[src/rtl/framebuffer_write_scheduler_pkg.sv]
// Shared types and screen constants for the framebuffer write scheduler.
// The AXIS state is only reachable when FB_SCHED_AXIS_EN is defined.
package fb_sched_pkg;

  typedef enum logic [1:0] {
    IDLE  = 2'd0,
    CLEAR = 2'd1,
    AXIS  = 2'd2,
    PLOT  = 2'd3
  } fb_sched_state_t;

  localparam int FB_SCREEN_WIDTH  = 640;
  localparam int FB_SCREEN_HEIGHT = 480;

  function automatic int fb_num_pixels(input int width, input int height);
    return width * height;
  endfunction

  // First pixel of the horizontal centre line.
  function automatic int fb_axis_base(input int width, input int height);
    return (height / 2) * width;
  endfunction

  localparam int FB_NUM_PIXELS = fb_num_pixels(FB_SCREEN_WIDTH, FB_SCREEN_HEIGHT);
  localparam int FB_AXIS_BASE  = fb_axis_base(FB_SCREEN_WIDTH, FB_SCREEN_HEIGHT);
  localparam int FB_ADDR_WIDTH = $clog2(FB_NUM_PIXELS);

endpackage

[src/rtl/framebuffer_write_scheduler_if.sv]
// Plotter handshake plus framebuffer write port; the scheduler takes the slave side.
interface fb_sched_if
  import fb_sched_pkg::*;
#(
  parameter int ADDR_WIDTH = FB_ADDR_WIDTH
);
  logic                  plot_valid;
  logic [ADDR_WIDTH-1:0] plot_addr;
  logic                  plot_data;
  logic                  plot_ready;
  logic                  fb_wr_en;
  logic [ADDR_WIDTH-1:0] fb_wr_addr;
  logic                  fb_wr_data;

  modport slave (
    input  plot_valid, plot_addr, plot_data,
    output plot_ready, fb_wr_en, fb_wr_addr, fb_wr_data
  );

  modport master (
    output plot_valid, plot_addr, plot_data,
    input  plot_ready, fb_wr_en, fb_wr_addr, fb_wr_data
  );
endinterface

[src/rtl/framebuffer_write_scheduler_sweeper.sv]
// Walks base..base+length-1, one address per cycle. The address is valid in the
// start cycle itself so the caller can register it with one cycle of latency.
module fb_address_sweeper #(
  parameter int ADDR_WIDTH = 19,
  parameter int LEN_WIDTH  = ADDR_WIDTH + 1
) (
  input  logic                  clk,
  input  logic                  reset,
  input  logic                  start,
  input  logic [ADDR_WIDTH-1:0] base,
  input  logic [LEN_WIDTH-1:0]  length,
  output logic [ADDR_WIDTH-1:0] addr,
  output logic                  last
);
  logic                  active_reg;
  logic [ADDR_WIDTH-1:0] base_reg;
  logic [LEN_WIDTH-1:0]  len_reg;
  logic [LEN_WIDTH-1:0]  offset_reg;

  logic                  running;
  logic [ADDR_WIDTH-1:0] cur_base;
  logic [LEN_WIDTH-1:0]  cur_len;
  logic [LEN_WIDTH-1:0]  cur_off;

  assign running  = start | active_reg;
  assign cur_base = start ? base : base_reg;
  assign cur_len  = start ? length : len_reg;
  assign cur_off  = start ? '0 : offset_reg;
  assign addr     = cur_base + cur_off[ADDR_WIDTH-1:0];
  assign last     = running && (cur_off == cur_len - LEN_WIDTH'(1));

  always_ff @(posedge clk) begin
    if (reset) begin
      active_reg <= 1'b0;
      base_reg   <= '0;
      len_reg    <= '0;
      offset_reg <= '0;
    end else if (running) begin
      base_reg <= cur_base;
      len_reg  <= cur_len;
      if (last) begin
        active_reg <= 1'b0;
        offset_reg <= '0;
      end else begin
        active_reg <= 1'b1;
        offset_reg <= cur_off + LEN_WIDTH'(1);
      end
    end
  end
endmodule

[src/rtl/framebuffer_write_scheduler.sv]
// Per-frame framebuffer port owner: clear sweep, optional centre line
// (FB_SCHED_AXIS_EN), then plotter writes via valid/ready.
module framebuffer_write_scheduler
  import fb_sched_pkg::*;
#(
  parameter int SCREEN_WIDTH  = FB_SCREEN_WIDTH,
  parameter int SCREEN_HEIGHT = FB_SCREEN_HEIGHT,
  parameter int ADDR_WIDTH    = $clog2(SCREEN_WIDTH * SCREEN_HEIGHT)
) (
  input  logic     clk,
  input  logic     reset,
  input  logic     frame_pulse,
  fb_sched_if.slave bus,
  output logic     busy,
  output logic     frame_overrun
);
  localparam int NUM_PIXELS = fb_num_pixels(SCREEN_WIDTH, SCREEN_HEIGHT);
  localparam int LEN_WIDTH  = ADDR_WIDTH + 1;
`ifdef FB_SCHED_AXIS_EN
  localparam logic [ADDR_WIDTH-1:0] AXIS_BASE =
    ADDR_WIDTH'(fb_axis_base(SCREEN_WIDTH, SCREEN_HEIGHT));
`endif

  fb_sched_state_t       state_reg;
  logic                  pending_reg;
  logic                  sweep_done_reg;
  logic                  plot_ready_reg;
  logic                  fb_wr_en_reg;
  logic [ADDR_WIDTH-1:0] fb_wr_addr_reg;
  logic                  fb_wr_data_reg;
  logic                  busy_reg;
  logic                  overrun_reg;

  logic                  beat;
  logic                  sweep_start;
  logic                  sweep_last;
  logic [ADDR_WIDTH-1:0] sweep_base;
  logic [ADDR_WIDTH-1:0] sweep_addr;
  logic [LEN_WIDTH-1:0]  sweep_len;

  assign beat = bus.plot_valid & plot_ready_reg;

  // A frame pulse that coincides with an accepted beat defers the clear by one cycle.
  always_comb begin
    sweep_start = 1'b0;
    sweep_base  = '0;
    sweep_len   = LEN_WIDTH'(NUM_PIXELS);
    unique case (state_reg)
      IDLE: sweep_start = frame_pulse;
      PLOT: sweep_start = pending_reg | (frame_pulse & ~beat);
`ifdef FB_SCHED_AXIS_EN
      CLEAR: begin
        sweep_start = sweep_done_reg;
        sweep_base  = AXIS_BASE;
        sweep_len   = LEN_WIDTH'(SCREEN_WIDTH);
      end
`endif
      default: ;
    endcase
  end

  fb_address_sweeper #(
    .ADDR_WIDTH(ADDR_WIDTH),
    .LEN_WIDTH (LEN_WIDTH)
  ) u_sweeper (
    .clk   (clk),
    .reset (reset),
    .start (sweep_start),
    .base  (sweep_base),
    .length(sweep_len),
    .addr  (sweep_addr),
    .last  (sweep_last)
  );

  always_ff @(posedge clk) begin
    if (reset) begin
      state_reg      <= IDLE;
      pending_reg    <= 1'b0;
      sweep_done_reg <= 1'b0;
      plot_ready_reg <= 1'b0;
      fb_wr_en_reg   <= 1'b0;
      fb_wr_addr_reg <= '0;
      fb_wr_data_reg <= 1'b0;
      busy_reg       <= 1'b0;
      overrun_reg    <= 1'b0;
    end else begin
      sweep_done_reg <= sweep_last;
      fb_wr_en_reg   <= 1'b0;
      overrun_reg    <= 1'b0;
      unique case (state_reg)
        IDLE: begin
          if (sweep_start) begin
            state_reg      <= CLEAR;
            busy_reg       <= 1'b1;
            fb_wr_en_reg   <= 1'b1;
            fb_wr_addr_reg <= sweep_addr;
            fb_wr_data_reg <= 1'b0;
          end
        end
        PLOT: begin
          if (beat) begin
            fb_wr_en_reg   <= 1'b1;
            fb_wr_addr_reg <= bus.plot_addr;
            fb_wr_data_reg <= bus.plot_data;
          end
          if (sweep_start) begin
            state_reg      <= CLEAR;
            pending_reg    <= 1'b0;
            plot_ready_reg <= 1'b0;
            busy_reg       <= 1'b1;
            fb_wr_en_reg   <= 1'b1;
            fb_wr_addr_reg <= sweep_addr;
            fb_wr_data_reg <= 1'b0;
          end else if (frame_pulse) begin
            plot_ready_reg <= 1'b0;
            pending_reg    <= 1'b1;
          end
        end
        CLEAR: begin
          overrun_reg <= frame_pulse;
          if (sweep_done_reg) begin
`ifdef FB_SCHED_AXIS_EN
            state_reg      <= AXIS;
            fb_wr_en_reg   <= 1'b1;
            fb_wr_addr_reg <= sweep_addr;
            fb_wr_data_reg <= 1'b1;
`else
            state_reg      <= PLOT;
            busy_reg       <= 1'b0;
            plot_ready_reg <= 1'b1;
`endif
          end else begin
            fb_wr_en_reg   <= 1'b1;
            fb_wr_addr_reg <= sweep_addr;
            fb_wr_data_reg <= 1'b0;
          end
        end
`ifdef FB_SCHED_AXIS_EN
        AXIS: begin
          overrun_reg <= frame_pulse;
          if (sweep_done_reg) begin
            state_reg      <= PLOT;
            busy_reg       <= 1'b0;
            plot_ready_reg <= 1'b1;
          end else begin
            fb_wr_en_reg   <= 1'b1;
            fb_wr_addr_reg <= sweep_addr;
            fb_wr_data_reg <= 1'b1;
          end
        end
`endif
        default: state_reg <= IDLE;
      endcase
    end
  end

  assign bus.plot_ready = plot_ready_reg;
  assign bus.fb_wr_en   = fb_wr_en_reg;
  assign bus.fb_wr_addr = fb_wr_addr_reg;
  assign bus.fb_wr_data = fb_wr_data_reg;
  assign busy           = busy_reg;
  assign frame_overrun  = overrun_reg;
endmodule

[src/flat_wrapper.sv]
// flat-port wrapper written by rule: the top's interface ports become plain ports
module framebuffer_write_scheduler_flat import fb_sched_pkg::*;
#(
  parameter int SCREEN_WIDTH  = FB_SCREEN_WIDTH,
  parameter int SCREEN_HEIGHT = FB_SCREEN_HEIGHT,
  parameter int ADDR_WIDTH    = $clog2(SCREEN_WIDTH * SCREEN_HEIGHT)
)
  (clk, reset, frame_pulse, busy, frame_overrun, bus_plot_valid, bus_plot_addr, bus_plot_data, bus_plot_ready, bus_fb_wr_en, bus_fb_wr_addr, bus_fb_wr_data);
  fb_sched_if #(.ADDR_WIDTH(ADDR_WIDTH)) bus_i ();
  input  logic clk;
  input  logic reset;
  input  logic frame_pulse;
  output logic busy;
  output logic frame_overrun;
  input wire logic [$bits(bus_i.plot_valid)-1:0] bus_plot_valid;
  input wire logic [$bits(bus_i.plot_addr)-1:0] bus_plot_addr;
  input wire logic [$bits(bus_i.plot_data)-1:0] bus_plot_data;
  output wire logic [$bits(bus_i.plot_ready)-1:0] bus_plot_ready;
  output wire logic [$bits(bus_i.fb_wr_en)-1:0] bus_fb_wr_en;
  output wire logic [$bits(bus_i.fb_wr_addr)-1:0] bus_fb_wr_addr;
  output wire logic [$bits(bus_i.fb_wr_data)-1:0] bus_fb_wr_data;
  assign bus_i.plot_valid = bus_plot_valid;
  assign bus_i.plot_addr = bus_plot_addr;
  assign bus_i.plot_data = bus_plot_data;
  assign bus_plot_ready = bus_i.plot_ready;
  assign bus_fb_wr_en = bus_i.fb_wr_en;
  assign bus_fb_wr_addr = bus_i.fb_wr_addr;
  assign bus_fb_wr_data = bus_i.fb_wr_data;
  framebuffer_write_scheduler #(.SCREEN_WIDTH(SCREEN_WIDTH), .SCREEN_HEIGHT(SCREEN_HEIGHT), .ADDR_WIDTH(ADDR_WIDTH)) u_core (.clk(clk), .reset(reset), .frame_pulse(frame_pulse), .bus(bus_i), .busy(busy), .frame_overrun(frame_overrun));
endmodule
[config.mk]
export PLATFORM = sky130hd
export DESIGN_NAME = framebuffer_write_scheduler_flat
export DESIGN_NICKNAME = d
export VERILOG_FILES = /design/src/rtl/framebuffer_write_scheduler_pkg.sv /design/src/rtl/framebuffer_write_scheduler_if.sv /design/src/rtl/framebuffer_write_scheduler_sweeper.sv /design/src/rtl/framebuffer_write_scheduler.sv /design/src/flat_wrapper.sv
export SDC_FILE = /design/constraint.sdc
export NUM_CORES = 1
export LEC_CHECK = 0
export ABC_AREA = 1
export CAP_MARGIN = 15
export CORE_MARGIN = 1
export CORE_UTILIZATION = 54
export DETAILED_ROUTE_END_ITERATION = 10
export HOLD_SLACK_MARGIN = 0.1
export PLACE_DENSITY = 0.79
export SETUP_SLACK_MARGIN = 0.02
export SLEW_MARGIN = 20
export SYNTH_ARGS = -nofsm -noshare
export SYNTH_HDL_FRONTEND = slang
export SYNTH_HIERARCHICAL = 1
export SYNTH_SLANG_ARGS = --single-unit
[constraint.sdc]
create_clock -name clk -period 9 [get_ports clk]
set_clock_uncertainty 0.15 [all_clocks]
set_input_delay 1.35 -clock clk [delete_from_list [all_inputs] [get_ports clk]]
set_output_delay 1.35 -clock clk [all_outputs]
set_load 0.02 [all_outputs]
Word-level counts from Yosys, hierarchy flattened
Index checks and enable logic that the tools add are counted.

operators by class
  $add $sub $neg = 3
  bitwise gates (word level) = 6
  equality and inequality tests = 9
  reductions and logical operators = 13
  mux-type cells = 33

operators with widths
  kind                     count
  $mux W19                 5
  $mux W20                 3
  $pmux W19 S3             1
  $add A20 B1 Y20 const B  1
  $eq A20 B20 Y1           1
  $sub A20 B1 Y20 const B  1
  $add A19 B19 Y19         1
  $mux W1                  16
  $pmux W1 S2              3
  $pmux W1 S3              2
  $reduce_and A3 Y1        2
  $reduce_bool A2 Y1       3
  $mux W2                  2
  $ne A2 B1 Y1 const B     2
  $ne A2 B2 Y1 const B     2
  $pmux W2 S2              1
  $reduce_and A2 Y1        2
  $reduce_and A4 Y1        1
  $reduce_or A2 Y1         2
  $ne A3 B2 Y1 const B     1
  $ne A3 B3 Y1 const B     1
  $reduce_bool A3 Y1       1
  $and A1 B1 Y1            2
  $eq A2 B1 Y1 const B     1
  5 further kinds          7

word-level totals
  word-level logic and storage cells = 77
  register bits after elaboration = 88
  bits of input ports = 24
  output and inout port bits = 24

Depth between registers and ports, before layout
Gate-level depths: netlist of the first run.

  depth after elaboration = 10
  mapped depth = 29
  gate-level depth less buffers = 27

Cells and area by module
The synthesis of the first run kept the hierarchy.

modules (own cells, without submodules)
  module                       area an instance (um2)  cells an instance  times used
  fb_address_sweeper           4790.8                  819                1
  framebuffer_write_scheduler  1581.5                  262                1

Worst setup path after synthesis of the first run
Ideal clock, no wire load.

  path kind = input-to-reg
  start = input bus_plot_valid
  end = register u_core.fb_wr_addr_reg[16], in the netlist u_core/bus.fb_wr_addr[16]
  setup slack = 4039 ps
  buffers on the path = 5
  library setup time = 64 ps
  stages on the path = 26
  arrival time = 4747 ps
  required time = 8786 ps
  path through = nand2_1 nand2_1 nand2_2 nand2_2 buf_2 inv_1 inv_2 buf_4 buf_4 clkbuf_1 buf_1 nand2_1 nand2_1 ha_1 inv_1 fa_1 inv_1 nand3_1 nand3_1 a21oi_1 o21ai_0 xor2_1 nand2_1 nand2_1 nor2_1 nor2_1

on the way
  cells in the longest elaborated chain, start to end = 9
  elaborated cells between the ends (all ways) = 15
  those cells by class = add/sub: 1; eq/ne: 2; mux: 7; bitwise: 4; reduce/logical: 1

ends and longest elaborated chain
  element                             line                                                                                                       RTL
  start: declaration                  flat_wrapper.sv:15                                                                                         input wire logic [$bits(bus_i.plot_valid)-1:0] bus_plot_valid;
  $and A1 B1 Y1 *                     framebuffer_write_scheduler.sv:41                                                                          assign beat = bus.plot_valid & plot_ready_reg;
  $not A1 Y1 *                        framebuffer_write_scheduler.sv:50                                                                          PLOT: sweep_start = pending_reg | (frame_pulse & ~beat);
  $and A1 B1 Y1 *                     framebuffer_write_scheduler.sv:50
  $or A1 B1 Y1 *                      framebuffer_write_scheduler.sv:50
  $pmux W1 S2 *                       framebuffer_write_scheduler.sv:48                                                                          unique case (state_reg)
  via u_core.sweep_start              framebuffer_write_scheduler.sv:35                                                                          logic sweep_start;
  $mux W19 *                          framebuffer_write_scheduler_sweeper.sv:26                                                                  assign cur_base = start ? base : base_reg;
  via u_core.u_sweeper.cur_base[0]    framebuffer_write_scheduler_sweeper.sv:21                                                                  logic [ADDR_WIDTH-1:0] cur_base;
  $add A19 B19 Y19 *                  framebuffer_write_scheduler_sweeper.sv:29                                                                  assign addr = cur_base + cur_off[ADDR_WIDTH-1:0];
  via u_core.sweep_addr[16]           framebuffer_write_scheduler.sv:38                                                                          logic [ADDR_WIDTH-1:0] sweep_addr;
  $mux W19, on equally long branches  framebuffer_write_scheduler.sv:121, framebuffer_write_scheduler.sv:92, framebuffer_write_scheduler.sv:106
  $pmux W19 S3 *                      framebuffer_write_scheduler.sv:90                                                                          unique case (state_reg)
  end signal: assignment              framebuffer_write_scheduler.sv:96                                                                          fb_wr_addr_reg <= sweep_addr;
  end signal: assignment              framebuffer_write_scheduler.sv:103                                                                         fb_wr_addr_reg <= bus.plot_addr;
  end signal: assignment              framebuffer_write_scheduler.sv:134                                                                         fb_wr_addr_reg <= sweep_addr;
  end: declaration                    framebuffer_write_scheduler.sv:29                                                                          logic [ADDR_WIDTH-1:0] fb_wr_addr_reg;

The timed path passes the listed nets; every way through them passes the cells marked *. The select of a mux whose other input is x is not followed.
A chain may end at the register's enable or synchronous reset.

Worst setup path after layout of the first run
  start = input frame_pulse
  end = register u_core.u_sweeper.active_reg

on the way
  cells in the longest elaborated chain, start to end = 8
  elaborated cells between the ends (all ways) = 10
  those cells by class = add/sub: 1; eq/ne: 1; mux: 4; bitwise: 3; reduce/logical: 1

ends and longest elaborated chain
  element                 line                                       RTL
  start: declaration      flat_wrapper.sv:12                         input logic frame_pulse;
  $and A1 B1 Y1           framebuffer_write_scheduler.sv:50
  $or A1 B1 Y1            framebuffer_write_scheduler.sv:50
  $pmux W1 S2 *           framebuffer_write_scheduler.sv:48
  via u_core.sweep_start  framebuffer_write_scheduler.sv:35
  $mux W20                framebuffer_write_scheduler_sweeper.sv:27  assign cur_len = start ? length : len_reg;
  $sub A20 B1 Y20         framebuffer_write_scheduler_sweeper.sv:30  assign last = running && (cur_off == cur_len - LEN_WIDTH'(1));
  $eq A20 B20 Y1          framebuffer_write_scheduler_sweeper.sv:30
  $logic_and A1 B1 Y1     framebuffer_write_scheduler_sweeper.sv:30
  $mux W1                 framebuffer_write_scheduler_sweeper.sv:41  if (last) begin
  end signal: assignment  framebuffer_write_scheduler_sweeper.sv:34  active_reg <= 1'b0;
  end signal: assignment  framebuffer_write_scheduler_sweeper.sv:42  active_reg <= 1'b0;
  end signal: assignment  framebuffer_write_scheduler_sweeper.sv:45  active_reg <= 1'b1;
  end: declaration        framebuffer_write_scheduler_sweeper.sv:15  logic active_reg;

The timed path passes the listed nets; every way through them passes the cells marked *.

==> impl_table.tex, run 1 <==
\begin{tabular}{lr}
\hline
Metric & Value \\
\hline
\multicolumn{2}{l}{\textbf{Synth}} \\
Flop and latch count out of synthesis & just under 90 \\
Fraction of synthesis flops using an asynchronous set or reset pin & 0\% \\
Yosys Warn Count & 6 \\
EDFF count, synth & 0 \\
Post-synth top flop & sky130\_fd\_sc\_hd\_\_dfxtp\_1 \\
Share of the yosys chip area belonging to registers & roughly 28\% \\
Post-Syn Area per Cell & 5.89 µm² \\
Number of cells produced by synthesis & approximately 1100 \\
Biggest area contributors in the synthesized netlist & sky130\_fd\_sc\_hd\_\_dfxtp\_1, sky130\_fd\_sc\_hd\_\_nand2\_1, sky130\_fd\_sc\_hd\_\_inv\_1, sky130\_fd\_sc\_hd\_\_nor2\_1, sky130\_fd\_sc\_hd\_\_nand3\_1 \\
Largest area contributor in the netlist & sky130\_fd\_sc\_hd\_\_dfxtp\_1 \\
Yosys top cell area share & between 20 and 30\% \\
Unique cell type count in the Yosys netlist & 38 \\
Post-synthesis instance area & approximately 0.0064 mm² \\
\multicolumn{2}{l}{\textbf{Routing}} \\
Routed vias & about 6400 \\
Final routed DRC violation total & 0 \\
Via-to-Cell Ratio & just under 5 \\
Total routed wirelength & around 15000 µm \\
Initial detailed-routing violation count & roughly 570 \\
DR pass1 iterations & 5 \\
Average wire length per cell after detail routing & around 12 µm \\
Routed Antenna Nets & 0 \\
\multicolumn{2}{l}{\textbf{Timing}} \\
Final count of hold timing violations & 0 \\
Unrepaired setup endpoints after global routing & false \\
Total negative slack & 0 ns \\
Max-slew violation count & 0 \\
Slew Limit Headroom & a little over two fifths \\
Worst Tran Pin Value & between 0.8 and 0.9 ns \\
Maximum clock frequency & 180 MHz \\
Hold slack & $\sim$0.3 ns \\
Final setup violation count & 0 \\
Fraction of the cycle the final worst path needs & roughly three fifths \\
Minimum period implied by the final worst setup slack & 5.57 ns \\
\multicolumn{2}{l}{\textbf{GRT}} \\
Total GRT Usage & 25.6\% \\
Largest net degree at the start of global routing & 59 \\
GRT Residual Overflow & 0 \\
Initial antenna violation count & 0 \\
First-pass GRT wire length & roughly 26000 µm \\
Vias in the first global route & between 5000 and 6000 \\
\multicolumn{2}{l}{\textbf{Layout}} \\
Count of filler cells inserted in the layout & roughly 1100 \\
Fraction of final layout cells sized beyond drive strength 1 & 3.72\% \\
Commonest cells after routing, fill and taps aside & sky130\_fd\_sc\_hd\_\_nand2\_1, sky130\_fd\_sc\_hd\_\_inv\_1, sky130\_fd\_sc\_hd\_\_nor2\_1 \\
Area Overhead vs Synth & 15.1\% \\
Final antenna diode count & 0 \\
Most common cell after layout, fill and taps aside & sky130\_fd\_sc\_hd\_\_nand2\_1 \\
Sequential cell area in the final layout & approximately 0.0018 mm² \\
Area used by multi-input combinational logic & between 0.004 and 0.005 mm² \\
Net count, final & roughly 1200 \\
\multicolumn{2}{l}{\textbf{Clock network}} \\
CTS clock-pin slew for the worst setup and hold paths & about 0.060 ns \\
Number of gates resized after cts & 0 \\
Clock buffers created by TritonCTS & 9 \\
Number of sinks driven by the clock tree & a little under 90 \\
Cell at the root of the clock tree & sky130\_fd\_sc\_hd\_\_clkbuf\_16 \\
Hold buffers post-CTS & 0 \\
CTS tree & yes \\
CTS H-Tree Depth & 3 \\
\# Post-CTS Setup Buffers & 0 \\
Clock latency on the worst-skew pair & 0.35 ns \\
Maximum clock insertion buffer count & 2 \\
\multicolumn{2}{l}{\textbf{Power and ir drop}} \\
Largest voltage drop on the vdd net & roughly 0.00013 V \\
Leakage & around 0.0039 µW \\
Power per cell area & around 190 mW/mm² \\
\multicolumn{2}{l}{\textbf{Placed design}} \\
Gpl congestion & slightly above 0.9 \\
Buffers on Ports & 47 \\
Detailed placement HPWL & roughly 11000 µm \\
\multicolumn{2}{l}{\textbf{Floorplan}} \\
Top-Level Pins & 48 \\
Overall die height & between 100 and 150 µm \\
Effective utilization at floorplan & 55.6\% \\
Die Outline Area & roughly 0.012 mm² \\
\# rows & 39 \\
DIE WIDTH & 111 µm \\
Core Area & about 0.011 mm² \\
\multicolumn{2}{l}{\textbf{Outcome}} \\
Result of the run & finished, final reports clean \\
\multicolumn{2}{l}{\textbf{Critical path}} \\
Required arrival time at the worst endpoint & a little over 9 ns \\
Critical path class & in2reg \\
Startpoint class of the critical path & input port \\
Setup crit end kind & flip-flop \\
Worst Path Arrival & around 5.6 ns \\
Highest fanout seen on the critical path & 58 \\
\multicolumn{2}{l}{\textbf{Job}} \\
Number of max-capacitance violations reported & 0 \\
\multicolumn{2}{l}{\textbf{Hold path}} \\
Type of the most critical hold path & reg2reg \\
\hline
\end{tabular}
[area by class of cell]
type / instances / share of cell area [%]
Tap cell: 143 / 2.44
Clock inverter: 5 / 1.09
Clock buffer: 11 / 3.31
Multi-Input combinational cell: 858 / 55.0
Inverter: 144 / 7.37
Sequential cell: 88 / 24.0
Timing Repair Buffer: 51 / 6.76
[worst max-delay path, stage by stage]
cell	delay [ns]
sky130_fd_sc_hd__clkdlybuf4s50_1	0.50
sky130_fd_sc_hd__nand2_1	0.07
sky130_fd_sc_hd__inv_2	0.08
sky130_fd_sc_hd__nand2_1	0.07
sky130_fd_sc_hd__nand2_2	0.08
sky130_fd_sc_hd__nand2_2	0.27
sky130_fd_sc_hd__clkinv_1	0.16
sky130_fd_sc_hd__buf_4	0.51
sky130_fd_sc_hd__nand2_1	0.14
sky130_fd_sc_hd__nand2_2	0.14
sky130_fd_sc_hd__ha_1	0.23
sky130_fd_sc_hd__nand3_1	0.10
sky130_fd_sc_hd__nor2_2	0.22
sky130_fd_sc_hd__nand3_1	0.19
sky130_fd_sc_hd__o21ai_1	0.22
sky130_fd_sc_hd__nand2_1	0.08
sky130_fd_sc_hd__nand2_1	0.08
sky130_fd_sc_hd__nand2_1	0.06
sky130_fd_sc_hd__nor2_1	0.08
sky130_fd_sc_hd__nand3_1	0.60
sky130_fd_sc_hd__nand2_1	0.32
sky130_fd_sc_hd__nor2_1	0.06
[metal layers]
layer | part of all wire, % | global-route usage [%]
met5 | 0 | 0
met4 | 2.2 | 11.1
met3 | 4.4 | 4.12
met2 | 46 | 42.7
met1 | 47 | 32.7
[worst paths after layout]
path | from | end | slack (ns) | cells after the start
max | frame_pulse | u_core/u_sweeper/active_reg | 3.43 | 22
min reg2reg | u_core/busy | u_core/busy | 0.30 | 2
min | u_core/busy | u_core/busy | 0.30 | 2
max reg2reg | u_core/state_reg[1] | u_core/u_sweeper/active_reg | 3.68 | 22
[metrics by stage]
step / cells / total power (µW) / util [%] / setup WS, ns / area, µm²
after floorplan: 1127 / 851 / - / 4.04 / 6550
after global placement: 1284 / 973 / 61.1 / 3.10 / 7010
after detailed placement: 1284 / 973 / 61.1 / 3.10 / 7010
after CTS: 1300 / 1390 / 64.0 / 3.46 / 7330
after global routing: 1300 / 1490 / 64.0 / 2.99 / 7330
final: 1300 / 1380 / 64.0 / 3.43 / 7330
[synthesized netlist by cell type, types with 4 or more instances]
library cell               count
sky130_fd_sc_hd__nand2_1     403
sky130_fd_sc_hd__inv_1       134
sky130_fd_sc_hd__nor2_1      128
sky130_fd_sc_hd__dfxtp_1      88
sky130_fd_sc_hd__nand3_1      72
sky130_fd_sc_hd__a21oi_1      45
sky130_fd_sc_hd__xor2_1       32
sky130_fd_sc_hd__nand4_1      29
sky130_fd_sc_hd__ha_1         25
sky130_fd_sc_hd__o21ai_0      17
sky130_fd_sc_hd__clkbuf_1     13
sky130_fd_sc_hd__buf_4        10
sky130_fd_sc_hd__nor3_1       10
sky130_fd_sc_hd__nor2_2        8
sky130_fd_sc_hd__buf_2         7
sky130_fd_sc_hd__xnor2_1       6
sky130_fd_sc_hd__clkinv_1      5
sky130_fd_sc_hd__inv_2         5
sky130_fd_sc_hd__nand3b_1      5
sky130_fd_sc_hd__buf_1         4
sky130_fd_sc_hd__nand2_2       4
[cells by family (layout without fill, tap and decap cells)]
group           Yosys count  after routing  share of synthesized area (%)
xor+xnor                 38             38                           5.22
simple gates            669            669                           43.5
other cells               2             48                          0.118
buf+inv                 181            211                           11.7
mux                       1              1                          0.157
flops                    88             88                           27.6
compound gates           76             76                           6.38
fa+ha+maj                26             26                           5.22
[power by group]
part / total (µW) / internal, µW / switching [µW]
Combinational: 519 / 178 / 341
Sequential: 452 / 434 / 18.3
Clock: 412 / 250 / 162
(Power assumes the default switching activity.)
==> inputs of run 2 (changes only) <==
==> constraint.sdc (replaced) <==
create_clock -name clk -period 5.3 [get_ports clk]
set_clock_uncertainty 0.15 [all_clocks]
set_input_delay 0.795 -clock clk [delete_from_list [all_inputs] [get_ports clk]]
set_output_delay 0.795 -clock clk [all_outputs]
set_load 0.02 [all_outputs]
==> impl_table.tex, run 2 (same netlist as run 1, synthesis figures left out) <==
\begin{tabular}{lr}
\hline
Metric & Value \\
\hline
\multicolumn{2}{l}{\textbf{Clock network}} \\
\# Post-CTS Setup Buffers & 0 \\
Number of sinks driven by the clock tree & between 80 and 90 \\
Maximum clock insertion buffer count & 2 \\
Clock latency on the worst-skew pair & 0.35 ns \\
Number of gates resized after cts & 0 \\
CTS H-Tree Depth & 3 \\
CTS clock-pin slew for the worst setup and hold paths & $\sim$0.07 ns \\
Clock buffers created by TritonCTS & 9 \\
CTS tree & yes \\
Hold buffers post-CTS & 0 \\
Cell at the root of the clock tree & sky130\_fd\_sc\_hd\_\_clkbuf\_16 \\
\multicolumn{2}{l}{\textbf{Timing}} \\
Unrepaired setup endpoints after global routing & false \\
Final setup violation count & 0 \\
Minimum period implied by the final worst setup slack & 4.11 ns \\
Final count of hold timing violations & 0 \\
Worst Tran Pin Value & just under 0.8 ns \\
Total negative slack & 0 ns \\
Fraction of the cycle the final worst path needs & 77.6\% \\
Max-slew violation count & 0 \\
Maximum clock frequency & around 240 MHz \\
Slew Limit Headroom & between 40\% and 50\% \\
\multicolumn{2}{l}{\textbf{GRT}} \\
First-pass GRT wire length & between 20000 and 30000 µm \\
Initial antenna violation count & 0 \\
Vias in the first global route & between 5000 and 6000 \\
Largest net degree at the start of global routing & between 40 and 50 \\
GRT Residual Overflow & 0 \\
Total GRT Usage & about a quarter \\
\multicolumn{2}{l}{\textbf{Layout}} \\
Area used by multi-input combinational logic & $\sim$0.004 mm² \\
Final instance count without filler cells & around 1300 \\
Commonest cells after routing, fill and taps aside & sky130\_fd\_sc\_hd\_\_nand2\_1, sky130\_fd\_sc\_hd\_\_inv\_1, sky130\_fd\_sc\_hd\_\_nor2\_1 \\
Final antenna diode count & 0 \\
Area Overhead vs Synth & 16.4\% \\
Fraction of final layout cells sized beyond drive strength 1 & 4.46\% \\
Sequential cell area in the final layout & around 0.0018 mm² \\
Most common cell after layout, fill and taps aside & sky130\_fd\_sc\_hd\_\_nand2\_1 \\
Count of filler cells inserted in the layout & between 1000 and 1500 \\
Net count, final & 1210 \\
\multicolumn{2}{l}{\textbf{Power and ir drop}} \\
Power per cell area & between 300 and 400 mW/mm² \\
Largest voltage drop on the vdd net & about 0.00026 V \\
Leakage & 0.00401 µW \\
\multicolumn{2}{l}{\textbf{Critical path}} \\
Required arrival time at the worst endpoint & between 5 and 6 ns \\
Critical path class & in2reg \\
Setup crit end kind & flip-flop \\
Highest fanout seen on the critical path & 20 \\
Number of buffers and inverters on the critical path & 5 \\
Cell with the largest stage delay on the worst path & sky130\_fd\_sc\_hd\_\_clkdlybuf4s50\_1 \\
Peak per-stage delay on the critical path & around 0.45 ns \\
Top cell family by delay on the critical path & simple AND/OR/NAND/NOR gates \\
Most Frequent Cell on Critical Path & sky130\_fd\_sc\_hd\_\_nor2\_1 \\
Startpoint class of the critical path & input port \\
Worst Path Arrival & around 4.3 ns \\
Cell-by-cell trace of the critical path & clkdlybuf4s50\_1 > nand2\_1 > nand2\_1 > nand2\_2 > nand2\_2 > clkinv\_1 > inv\_2 > buf\_4 > nand2\_1 > nand2\_2 > ha\_1 > nand3\_1 > nor2\_2 > nand3\_1 > nor2\_1 > nor2\_1 > nor3\_1 > nand2\_1 > nor2\_1 > nand3b\_1 > nor2\_1 > inv\_1 > nor2\_1 \\
\multicolumn{2}{l}{\textbf{Routing}} \\
Routed Antenna Nets & 0 \\
Routed vias & around 6500 \\
Total routed wirelength & $\sim$16000 µm \\
Initial detailed-routing violation count & 578 \\
Via-to-Cell Ratio & 4.96 \\
DR pass1 iterations & 6 \\
Average wire length per cell after detail routing & around 12 µm \\
Final routed DRC violation total & 0 \\
\multicolumn{2}{l}{\textbf{Floorplan}} \\
Overall die height & between 100 and 150 µm \\
DIE WIDTH & 111 µm \\
Die Outline Area & 0.0122 mm² \\
Effective utilization at floorplan & 55.6\% \\
\# rows & 39 \\
Core Area & approximately 0.011 mm² \\
Top-Level Pins & 48 \\
\multicolumn{2}{l}{\textbf{Outcome}} \\
Result of the run & finished, final reports clean \\
\multicolumn{2}{l}{\textbf{Placed design}} \\
Buffers on Ports & 47 \\
Detailed placement HPWL & around 11000 µm \\
Gpl congestion & roughly 0.97 \\
Placed Cells incl. Taps & between 1000 and 1500 \\
\multicolumn{2}{l}{\textbf{Job}} \\
Number of max-capacitance violations reported & 0 \\
\multicolumn{2}{l}{\textbf{Hold path}} \\
Type of the most critical hold path & reg2reg \\
\hline
\end{tabular}
run 2: metal layers:
metal  GRT usage [%]  vias to the layer above  routed length, µm
li1                -                     3460                  -
met5               0                        -                  0
met1            32.4                     2831               7220
met3            5.82                       25                854
met4            8.09                        0                284
met2            44.3                      170               7340
run 2: path summary, 6_finish.rpt:
kind	from	to	slack [ns]	depth (start not counted)
hold reg to reg	u_core/busy	u_core/busy	0.31	2
setup reg to reg	u_core/state_reg[0]	u_core/bus.fb_wr_addr[15]	1.29	22
setup / recovery	bus_plot_valid	u_core/sweep_done_reg	1.19	23
hold / removal	u_core/busy	u_core/busy	0.31	2
run 2: worst register-to-register path, stage by stage, from the launching register on:
cell and delay, ns:
sky130_fd_sc_hd__dfxtp_1 0.41, sky130_fd_sc_hd__ha_1 0.47, sky130_fd_sc_hd__nand2_1 0.12, sky130_fd_sc_hd__inv_2 0.07
sky130_fd_sc_hd__nand2_1 0.07, sky130_fd_sc_hd__nand2_2 0.09, sky130_fd_sc_hd__nand2_2 0.05, sky130_fd_sc_hd__clkinv_1 0.07
sky130_fd_sc_hd__buf_4 0.33, sky130_fd_sc_hd__nor2_1 0.19, sky130_fd_sc_hd__ha_1 0.38, sky130_fd_sc_hd__a21o_1 0.21
sky130_fd_sc_hd__nand3_1 0.06, sky130_fd_sc_hd__nand2_1 0.07, sky130_fd_sc_hd__nand2_1 0.09, sky130_fd_sc_hd__nand3_1 0.14
sky130_fd_sc_hd__a21oi_1 0.28, sky130_fd_sc_hd__o21ai_0 0.16, sky130_fd_sc_hd__xor2_1 0.16, sky130_fd_sc_hd__nand2_1 0.09
sky130_fd_sc_hd__nand2_1 0.06, sky130_fd_sc_hd__nor2_1 0.10, sky130_fd_sc_hd__nor2_1 0.07
run 2: power breakdown:
part           switching (µW)  leakage (µW)  total [µW]  internal (µW)
combinational             588       0.00312         900            312
clock                     274      0.000163         702            428
sequential               31.7      0.000720         768            737
run 2: layout make-up:
cell class                      instances  share of cell area [%]
Inverter                              144                    7.29
Timing Repair Buffer                   59                    7.66
Sequential cell                        88                    23.8
Clock inverter                          6                    1.23
Clock buffer                           10                    3.22
Multi-Input combinational cell        858                    54.4
Tap cell                              143                    2.41
run 2: metrics by stage:
step / cell area [µm²] / setup slack, ns / hold slack, ns / total power, µW / utilization, %
after floorplan: 6550 / 0.894 / 0.299 / 1440 / -
after global placement: 7080 / 0.916 / 0.292 / 1660 / 61.8
after detailed placement: 7080 / 0.861 / 0.296 / 1670 / 61.8
after CTS: 7410 / 1.21 / 0.306 / 2380 / 64.7
after global routing: 7410 / 0.811 / 0.334 / 2540 / 64.7
final: 7410 / 1.19 / 0.307 / 2370 / 64.7
==> inputs of run 3 (changes only) <==
==> constraint.sdc (replaced) <==
create_clock -name clk -period 4.15 [get_ports clk]
set_clock_uncertainty 0.15 [all_clocks]
set_input_delay 0.6225 -clock clk [delete_from_list [all_inputs] [get_ports clk]]
set_output_delay 0.6225 -clock clk [all_outputs]
set_load 0.02 [all_outputs]
==> impl_table.tex, run 3 (same netlist as run 1, synthesis figures left out) <==
\begin{tabular}{lr}
\hline
Metric & Value \\
\hline
\multicolumn{2}{l}{\textbf{Timing}} \\
Final setup violation count & 0 \\
Max-slew violation count & 0 \\
Minimum period implied by the final worst setup slack & between 3 and 4 ns \\
Final count of hold timing violations & 0 \\
Worst Tran Pin Value & $\sim$0.74 ns \\
Fraction of the cycle the final worst path needs & about nine tenths \\
Slew Limit Headroom & 50.8\% \\
Maximum clock frequency & roughly 270 MHz \\
Unrepaired setup endpoints after global routing & false \\
Total negative slack & 0 ns \\
\multicolumn{2}{l}{\textbf{Power and ir drop}} \\
Power per cell area & between 400 and 500 mW/mm² \\
Largest voltage drop on the vdd net & between 0.0003 and 0.0004 V \\
Leakage & a little over 0.004 µW \\
Total chip power & between 3000 and 4000 µW \\
\multicolumn{2}{l}{\textbf{Critical path}} \\
Number of buffers and inverters on the critical path & 5 \\
Reg-to-Reg Start & u\_core/state\_reg[0] \\
Most Frequent Cell on Critical Path & sky130\_fd\_sc\_hd\_\_nand2\_1 \\
Highest fanout seen on the critical path & 20 \\
Critical register-to-register path endpoint & u\_core/u\_sweeper/offset\_reg[0] \\
Setup crit start & bus\_plot\_valid \\
Number of cells on the worst reg-to-reg path & 24 \\
Setup crit end kind & flip-flop \\
Top cell family by delay on the critical path & simple AND/OR/NAND/NOR gates \\
Startpoint class of the critical path & input port \\
Cell-by-cell trace of the critical path & clkdlybuf4s50\_1 > nand2\_1 > nand2\_1 > nand2\_2 > nand2\_2 > clkinv\_1 > inv\_2 > buf\_4 > nand2\_1 > nand2\_1 > ha\_1 > nand3\_1 > nor2\_2 > nand3\_1 > o21ai\_1 > nand3\_1 > nand2\_1 > nor2\_1 > nand3\_1 > buf\_4 > nand2\_1 > a21oi\_2 \\
Critical path class & in2reg \\
Slack of the worst reg-to-reg path & between 0.4 and 0.5 ns \\
Cell with the largest stage delay on the worst path & sky130\_fd\_sc\_hd\_\_clkdlybuf4s50\_1 \\
Worst Path Arrival & 3.90 ns \\
Required arrival time at the worst endpoint & about 4.3 ns \\
Peak per-stage delay on the critical path & about 0.46 ns \\
\multicolumn{2}{l}{\textbf{Layout}} \\
Net count, final & approximately 1200 \\
Final Instance Area & between 0.007 and 0.008 mm² \\
Most common cell after layout, fill and taps aside & sky130\_fd\_sc\_hd\_\_nand2\_1 \\
Final instance count without filler cells & $\sim$1300 \\
Area Overhead vs Synth & 17.7\% \\
Final antenna diode count & 0 \\
Commonest cells after routing, fill and taps aside & sky130\_fd\_sc\_hd\_\_nand2\_1, sky130\_fd\_sc\_hd\_\_inv\_1, sky130\_fd\_sc\_hd\_\_nor2\_1 \\
Fraction of final layout cells sized beyond drive strength 1 & roughly 5.5\% \\
\multicolumn{2}{l}{\textbf{Job}} \\
Number of max-capacitance violations reported & 0 \\
\multicolumn{2}{l}{\textbf{Placed design}} \\
Placed Cells incl. Taps & 1306 \\
Detailed placement HPWL & approximately 12000 µm \\
Total cell area at the placement stage & about 0.0072 mm² \\
Buffers on Ports & 47 \\
Gpl congestion & 0.963 \\
\multicolumn{2}{l}{\textbf{GRT}} \\
Total GRT Usage & roughly 26\% \\
Vias in the first global route & 5944 \\
Largest net degree at the start of global routing & between 40 and 50 \\
First-pass GRT wire length & between 20000 and 30000 µm \\
GRT Residual Overflow & 0 \\
Initial antenna violation count & 0 \\
\multicolumn{2}{l}{\textbf{Routing}} \\
Average wire length per cell after detail routing & approximately 12 µm \\
Final routed DRC violation total & 0 \\
Initial detailed-routing violation count & about 500 \\
Total routed wirelength & between 15000 and 20000 µm \\
Routed vias & around 6500 \\
Via-to-Cell Ratio & $\sim$5 \\
DR pass1 iterations & 6 \\
Routed Antenna Nets & 0 \\
\multicolumn{2}{l}{\textbf{Outcome}} \\
Result of the run & finished, final reports clean \\
\multicolumn{2}{l}{\textbf{Clock network}} \\
\# Post-CTS Setup Buffers & 0 \\
Hold buffers post-CTS & 0 \\
Cell at the root of the clock tree & sky130\_fd\_sc\_hd\_\_clkbuf\_16 \\
Maximum clock insertion buffer count & 2 \\
CTS tree & yes \\
Clock latency on the worst-skew pair & $\sim$0.35 ns \\
CTS H-Tree Depth & 3 \\
Clock buffers created by TritonCTS & 9 \\
Number of sinks driven by the clock tree & 88 \\
Number of gates resized after cts & 0 \\
CTS clock-pin slew for the worst setup and hold paths & roughly 0.06 ns \\
\multicolumn{2}{l}{\textbf{Hold path}} \\
Min-delay src & u\_core/busy \\
Type of the most critical hold path & reg2reg \\
Terminating pin of the worst hold path & u\_core/busy \\
Number of cells traversed by the worst hold path & 2 \\
\multicolumn{2}{l}{\textbf{Floorplan}} \\
Overall die height & roughly 110 µm \\
Die Outline Area & about 0.012 mm² \\
DIE WIDTH & between 100 and 150 µm \\
Top-Level Pins & 48 \\
\# rows & 39 \\
Core Area & 0.0115 mm² \\
Effective utilization at floorplan & between 50\% and 60\% \\
\hline
\end{tabular}
[run 3: routing by layer]
| metal | vias to the layer above | global-route usage [%] | wire length, µm |
|---|---|---|---|
| li1 | 3487 | - | - |
| met1 | 2823 | 33.1 | 7220 |
| met2 | 137 | 43.9 | 7300 |
| met3 | 23 | 4.12 | 721 |
| met4 | 0 | 9.96 | 347 |
| met5 | - | 0 | 0 |
[run 3: stage by stage]
step / hold slack (ns) / utilization, % / setup WS, ns
floorplan: 0.297 / - / 0.109
finish: 0.300 / 65.4 / 0.382
CTS: 0.299 / 65.4 / 0.431
detailed placement: 0.289 / 62.7 / 0.0722
global route: 0.333 / 65.4 / 0.0515
global placement: 0.291 / 62.7 / 0.165
[run 3: worst max-delay path by stage]
stage	depth (start not counted)	slack [ns]	end
after global routing	23	0.05	u_core/bus.fb_wr_addr[16]
after global placement	22	0.17	u_core/bus.fb_wr_addr[16]
after detailed placement	23	0.07	u_core/bus.fb_wr_addr[16]
final	22	0.38	u_core/u_sweeper/offset_reg[0]
after CTS	23	0.43	u_core/bus.fb_wr_addr[16]
after floorplan	29	0.11	u_core/bus.fb_wr_addr[16]
[run 3: where the power goes]
| group | internal, µW | switching, µW | leakage [µW] |
|---|---|---|---|
| combinational | 414 | 753 | 0.00319 |
| clock | 522 | 348 | 0.000147 |
| sequential | 941 | 40.9 | 0.000720 |
| total | 1880 | 1140 | 0.00406 |
[run 3: area by class of cell]
type                       instances  area (µm²)
clock buffer                       9         225
clock inverter                     6        85.1
fill                            1095        3970
inverter                         144         541
multi-input combinational        858        4040
sequential                        88        1760
tap                              143         179
timing repair buffer              73         673
[run 3: worst reg2reg max path, stage by stage, from the launching register on]
cell                       delay [ns]
sky130_fd_sc_hd__dfxtp_1         0.39
sky130_fd_sc_hd__inv_1           0.11
sky130_fd_sc_hd__ha_1            0.25
sky130_fd_sc_hd__nand2_1         0.07
sky130_fd_sc_hd__nand2_1         0.05
sky130_fd_sc_hd__inv_2           0.06
sky130_fd_sc_hd__nand2_2         0.05
sky130_fd_sc_hd__nand2_2         0.06
sky130_fd_sc_hd__clkinv_1        0.09
sky130_fd_sc_hd__inv_2           0.17
sky130_fd_sc_hd__buf_4           0.18
sky130_fd_sc_hd__nand2_1         0.06
sky130_fd_sc_hd__nand2_1         0.12
sky130_fd_sc_hd__ha_1            0.25
sky130_fd_sc_hd__nand3_1         0.11
sky130_fd_sc_hd__nor2_2          0.23
sky130_fd_sc_hd__nand3_1         0.23
sky130_fd_sc_hd__o21ai_1         0.22
sky130_fd_sc_hd__nand3_1         0.14
sky130_fd_sc_hd__nand2_1         0.09
sky130_fd_sc_hd__nor2_1          0.04
sky130_fd_sc_hd__nand3_1         0.06
sky130_fd_sc_hd__buf_4           0.24
sky130_fd_sc_hd__nand2_1         0.12
sky130_fd_sc_hd__a21oi_2         0.13
